===== src/rtl/loader_pkg.sv =====
// Shared types and default constants for the program loader.
package loader_pkg;

    typedef enum logic [2:0] {
        HDR,
        DATA,
        CSUM,
        DONE,
        ERR
    } loader_state_t;

    localparam int unsigned LOADER_MAX_WORDS = 23001;
    localparam logic [7:0]  LOADER_ACK_BYTE  = 8'hAA;
    localparam logic [7:0]  LOADER_NAK_BYTE  = 8'h55;

endpackage


===== src/rtl/byte_word_assembler.sv =====
// Packs a little-endian byte stream into 32-bit words; word_valid fires
// combinationally in the cycle the 4th byte arrives.
module byte_word_assembler (
    input  logic        clk,
    input  logic        rstn,
    input  logic        clear,
    input  logic        in_valid,
    input  logic [7:0]  in_byte,
    output logic        word_valid,
    output logic [31:0] word
);

    logic [1:0] byte_idx_reg;

    always_ff @(posedge clk or posedge rstn) begin
        if (rstn) begin
            byte_idx_reg <= 2'd0;
        end else if (clear) begin
            byte_idx_reg <= 2'd0;
        end else if (in_valid) begin
            byte_idx_reg <= byte_idx_reg + 2'd1;
        end
    end

    // Only the low three lanes are stored; the top lane is the live input byte.
    genvar gi;
    generate
        for (gi = 0; gi < 3; gi++) begin : g_lane
            logic [7:0] lane_reg;

            always_ff @(posedge clk or posedge rstn) begin
                if (rstn) begin
                    lane_reg <= 8'd0;
                end else if (in_valid && !clear && (byte_idx_reg == 2'(gi))) begin
                    lane_reg <= in_byte;
                end
            end

            assign word[8*gi+7:8*gi] = lane_reg;
        end
    endgenerate

    assign word[31:24] = in_byte;
    assign word_valid  = in_valid && !clear && (byte_idx_reg == 2'd3);

endmodule


===== src/rtl/program_loader.sv =====
// Loads a header-prefixed word image into instruction memory and acknowledges it.
// Define PROGRAM_LOADER_CHECKSUM_EN to require a trailing 32-bit sum word.
module program_loader
    import loader_pkg::*;
#(
    parameter int unsigned MAX_WORDS = LOADER_MAX_WORDS,
    parameter logic [7:0]  ACK_BYTE  = LOADER_ACK_BYTE,
    parameter logic [7:0]  NAK_BYTE  = LOADER_NAK_BYTE
) (
    input  logic        clk,
    input  logic        rstn,
    input  logic        rx_valid,
    input  logic [7:0]  rx_data,
    output logic [31:0] pro_addr,
    output logic [31:0] pro_data,
    output logic        memwrite,
    output logic        load_done,
    output logic        load_error,
    output logic        tx_valid,
    output logic [7:0]  tx_data
);

`ifdef PROGRAM_LOADER_CHECKSUM_EN
    localparam loader_state_t POST_DATA = CSUM;
`else
    localparam loader_state_t POST_DATA = DONE;
`endif

    loader_state_t state_reg, state_next;
    logic [31:0]   n_reg, n_next;
    logic [31:0]   word_idx_reg, word_idx_next;
`ifdef PROGRAM_LOADER_CHECKSUM_EN
    logic [31:0]   sum_reg, sum_next;
`endif

    logic [31:0] pro_addr_reg, pro_addr_next;
    logic [31:0] pro_data_reg, pro_data_next;
    logic        memwrite_reg, memwrite_next;
    logic        load_done_reg, load_done_next;
    logic        load_error_reg, load_error_next;
    logic        tx_valid_reg, tx_valid_next;
    logic [7:0]  tx_data_reg, tx_data_next;

    logic        word_valid;
    logic [31:0] word;
    logic        terminal;
    logic        enter_done;
    logic        enter_err;

    assign terminal = (state_reg == DONE) || (state_reg == ERR);

    byte_word_assembler u_assembler (
        .clk        (clk),
        .rstn       (rstn),
        .clear      (terminal),
        .in_valid   (rx_valid),
        .in_byte    (rx_data),
        .word_valid (word_valid),
        .word       (word)
    );

    always_ff @(posedge clk or posedge rstn) begin
        if (rstn) begin
            state_reg      <= HDR;
            n_reg          <= 32'd0;
            word_idx_reg   <= 32'd0;
`ifdef PROGRAM_LOADER_CHECKSUM_EN
            sum_reg        <= 32'd0;
`endif
            pro_addr_reg   <= 32'd0;
            pro_data_reg   <= 32'd0;
            memwrite_reg   <= 1'b0;
            load_done_reg  <= 1'b0;
            load_error_reg <= 1'b0;
            tx_valid_reg   <= 1'b0;
            tx_data_reg    <= 8'd0;
        end else begin
            state_reg      <= state_next;
            n_reg          <= n_next;
            word_idx_reg   <= word_idx_next;
`ifdef PROGRAM_LOADER_CHECKSUM_EN
            sum_reg        <= sum_next;
`endif
            pro_addr_reg   <= pro_addr_next;
            pro_data_reg   <= pro_data_next;
            memwrite_reg   <= memwrite_next;
            load_done_reg  <= load_done_next;
            load_error_reg <= load_error_next;
            tx_valid_reg   <= tx_valid_next;
            tx_data_reg    <= tx_data_next;
        end
    end

    always_comb begin
        state_next    = state_reg;
        n_next        = n_reg;
        word_idx_next = word_idx_reg;
`ifdef PROGRAM_LOADER_CHECKSUM_EN
        sum_next      = sum_reg;
`endif
        case (state_reg)
            HDR: begin
                if (word_valid) begin
                    n_next        = word;
                    word_idx_next = 32'd0;
`ifdef PROGRAM_LOADER_CHECKSUM_EN
                    sum_next      = 32'd0;
`endif
                    if (word == 32'd0) begin
                        state_next = POST_DATA;
                    end else if (word > MAX_WORDS) begin
                        state_next = ERR;
                    end else begin
                        state_next = DATA;
                    end
                end
            end
            DATA: begin
                if (word_valid) begin
                    word_idx_next = word_idx_reg + 32'd1;
`ifdef PROGRAM_LOADER_CHECKSUM_EN
                    sum_next      = sum_reg + word;
`endif
                    if (word_idx_reg == n_reg - 32'd1) begin
                        state_next = POST_DATA;
                    end
                end
            end
`ifdef PROGRAM_LOADER_CHECKSUM_EN
            CSUM: begin
                if (word_valid) begin
                    state_next = (word == sum_reg) ? DONE : ERR;
                end
            end
`endif
            default: begin
                state_next = state_reg;
            end
        endcase
    end

    // Outputs are registered from these values, giving the one-cycle latency
    // from the completing byte to the write / acknowledge.
    always_comb begin
        memwrite_next   = (state_reg == DATA) && word_valid;
        pro_addr_next   = memwrite_next ? ((word_idx_reg + 32'd1) << 2) : pro_addr_reg;
        pro_data_next   = memwrite_next ? word : pro_data_reg;
        enter_done      = (state_next == DONE) && (state_reg != DONE);
        enter_err       = (state_next == ERR) && (state_reg != ERR);
        load_done_next  = load_done_reg | enter_done;
        load_error_next = load_error_reg | enter_err;
        tx_valid_next   = enter_done | enter_err;
        tx_data_next    = tx_data_reg;
        if (enter_done) begin
            tx_data_next = ACK_BYTE;
        end else if (enter_err) begin
            tx_data_next = NAK_BYTE;
        end
    end

    assign pro_addr   = pro_addr_reg;
    assign pro_data   = pro_data_reg;
    assign memwrite   = memwrite_reg;
    assign load_done  = load_done_reg;
    assign load_error = load_error_reg;
    assign tx_valid   = tx_valid_reg;
    assign tx_data    = tx_data_reg;

endmodule


===== config.mk =====
export PLATFORM = sky130hd
export DESIGN_NAME = program_loader
export DESIGN_NICKNAME = d
export VERILOG_FILES = /design/src/rtl/loader_pkg.sv /design/src/rtl/byte_word_assembler.sv /design/src/rtl/program_loader.sv
export SDC_FILE = /design/constraint.sdc
export NUM_CORES = 1
export LEC_CHECK = 0
export ABC_AREA = 1
export CORE_MARGIN = 2
export CORE_UTILIZATION = 55
export DETAILED_ROUTE_END_ITERATION = 6
export PLACE_DENSITY = 0.77
export SLEW_MARGIN = 20
export SYNTH_ARGS = -nofsm -noshare
export SYNTH_HDL_FRONTEND = slang
export SYNTH_SLANG_ARGS = --single-unit

===== constraint.sdc =====
create_clock -name clk -period 7.7 [get_ports clk]
set_input_delay 1.155 -clock clk [delete_from_list [all_inputs] [get_ports clk]]
set_output_delay 1.155 -clock clk [all_outputs]
set_load 0.03 [all_outputs]

==> impl_metrics.csv <==
group,metric,value,unit
die,rows,44,
timing,relSlewSlack,0.3578,
clocking,clk_path_buf_depth,2,
timing,finalMaxSlewViolations,0,
grt,grt_usage,0.2762,
synthesis,async_reset_ff_frac,1.000,
synthesis,ys_ff_latch,161,
placed_design,io_buffer_count,84,
die,io_pins,87,
synthesis,synthTopCellsByCount,"nand2_1 (394), dfrtp_1 (161), nor2_1 (101), inv_1 (97), o21ai_0 (92)",
synthesis,synth.top_cell.area_share,0.4860,
clocking,cts_tree,"built",
power,vdd_ir_drop_max,149.0,uV
timing,fin_crit_sh,0.4081,
synthesis,synth.distinct_cells,40,
clocking,post_cts_buffers,0,
flow_run,drv_cap,0,
placed_design,dp_hpwl,15.05,mm
placed_design,gp_congestion,0.9094,
grt,grt_pass1_wl,35.07,mm
status,status,"complete, no violations",
finish,final_area,9796,sq um
die,dieWidth,126.8,microns
detailed_routing,wl_per_cell,15.50,microns
worst_setup_path,cp.required,8.01,ns
timing,worstMarginPinSlew,0.9633,ns
finish,multiInputGateArea,3695,sq um
placed_design,placed_area,9201,sq um
synthesis,postSynthCellCount,1092,
grt,grt_pass1_vias,7093,
synthesis,syn_area,8290,sq um
grt,grt_overflow,0,
worst_setup_path,start_kind,"primary input",
timing,timing.fmax,0.3182,GHz
clocking,clock_latency,0.44,ns
synthesis,synth_edf_count,0,
die,die_y,126.8,microns
worst_setup_path,cp_data_arrival_time,3.45,ns
synthesis,ys.flop_type,"dfrtp_1",
synthesis,ys_seq_area_frac,0.4860,
worst_setup_path,cpMaxStageDelayCell,"nor2_4",
worst_setup_path,slowest_delay,0.70,ns
worst_setup_path,crit_path_cell_trace,"clkdlybuf4s50_1, inv_1, nor2_4, nand4_4, nor2_4, nand3_1, nand2_1, nand3_1",
worst_setup_path,end_kind,"flip-flop",
worst_setup_path,crit_type,"in -> reg",
detailed_routing,dr.pass1.iters,5,
die,core-area,14640,sq um
clocking,post_cts_resized,0,
detailed_routing,drt_first_iter_violations,594,
finish,nFillCells,1253,
clocking,htree_levels,4,
clocking,clk_transition_reported_paths,0.06,ns
timing,fin_crit,3.143,ns
timing,finalHoldViolCount,0,
die,die_area,16070,sq um
clocking,numCtsBuffers,17,
synthesis,yosys.area.top_type,"dfrtp_1",
synthesis,postSynthAreaPerCell,7.592,sq um
timing,fin_tns_setup,0,ns
timing,fin_worst_skew,0.009082,ns
finish,final_core_util,0.6689,
detailed_routing,final_antenna_net_count,0,
detailed_routing,wl,21.06,mm
synthesis,ys.warnings.count,0,
worst_setup_path,path_max_fanout,43,
clocking,cts_root_buffer,"clkbuf_16",
detailed_routing,drc,0,
detailed_routing,via_per_inst,5.402,
power,finalPower,1.994,mW
grt,grt_max_degree,86,
timing,finalSetupViolations,0,
grt,antenna_found_initial,0,
finish,n_antenna_cell,0,
clocking,postCtsHoldBufs,0,
finish,area_delta_synth_final,18.16,%
timing,worst_hold_slack,0.4747,ns
power,p_per_area,203.5,nW/um^2
clocking,cts_sinks,161,
detailed_routing,vias,7341,
worst_hold_path,hold_class,"reg -> reg",
finish,seq_area,4029,sq um
finish,drive_gt1_frac,0.05106,
finish,final_net_count,1179,
synthesis,synth.area.top_cells,"dfrtp_1 (49%), nand2_1 (18%), o21ai_0 (5.6%)",
die,start_util,0.5661,
synthesis,synth_most_common_cell,"nand2_1",
timing,rsz0062_at_grt,"no",
power,power_leakage,4.976,nW
==> worst max-delay path, delay by kind of cell <==
kind	cells	cell delay (ns)
buffers and inverters	2	0.51
AND/OR/NAND/NOR	6	1.77
==> layout by cell type (no fill, tap or decap), types with 6 or more instances in the layout <==
master           instances
nand2_1                394
dfrtp_1                161
nor2_1                 101
inv_1                   96
o21ai_0                 92
clkdlybuf4s50_1         84
nand3_1                 52
xor2_1                  28
nor3_1                  19
nand4_1                 18
clkbuf_16               17
nor4_1                  10
a21oi_1                 10
o21ai_1                 10
xnor2_1                  9
or2_2                    6
nor2_2                   6
ha_1                     6
==> where the power goes <==
part	internal, mW	switching, mW
clock	0.491	0.361
sequential	0.911	0.0902
combinational	0.0489	0.0912
==> cell type report <==
class	count	share of cell area
clock inverters	13	0.01546
multi-input cells	793	0.3772
clock buffers	19	0.04522
well taps	184	0.02350
repair buffers	86	0.08737
inverters	103	0.03998
flip-flops and latches	161	0.4113
==> through the flow <==
| step | cells | setup WS (ns) |
|---|---|---|
| 3_5_place_dp | 1327 | 4.116 |
| 5_1_grt | 1359 | 4.312 |
| 2_1_floorplan | 1093 | 2.197 |
| 4_1_cts | 1359 | 4.557 |
| 3_3_place_gp | 1327 | 4.184 |
| 6_report | 1359 | 4.557 |
==> worst paths after layout <==
check                             startpoint           end  slack, ns  depth (start not counted)
worst max-delay path                rx_valid    tx_data[5]       4.56                          8
worst min-delay path            pro_addr[22]  pro_addr[22]       0.47                          2
worst max register to register  state_reg[0]    tx_data[5]       5.08                          9
worst min register to register  pro_addr[22]  pro_addr[22]       0.47                          2
max in group asynchronous               rstn     n_reg[29]       5.03                          3
min in group asynchronous               rstn   pro_addr[5]       1.23                          2
==> routing by layer <==
metal	global-route usage	vias to the layer above	wire, microns
li1	-	3618	-
met1	0.3715	3435	9506
met2	0.4493	241	9902
met3	0.05146	47	1085
met4	0.1054	0	564
met5	0	-	0
==> logic make-up (layout without fill, tap and decap cells) <==
group / count (synthesis) / after routing / share of synthesized area
and+or+nand+nor: 622 / 622 / 0.3163
DFF: 161 / 161 / 0.4860
buffers and inverters: 139 / 221 / 0.06882
AOI/OAI and AO/OA: 126 / 126 / 0.08029
xor gates and xnor gates: 37 / 37 / 0.03909
adders and majority gates: 6 / 6 / 0.009055
other: 1 / 2 / 0.0004523
No activity file was read; power rests on OpenSTA's default activity.
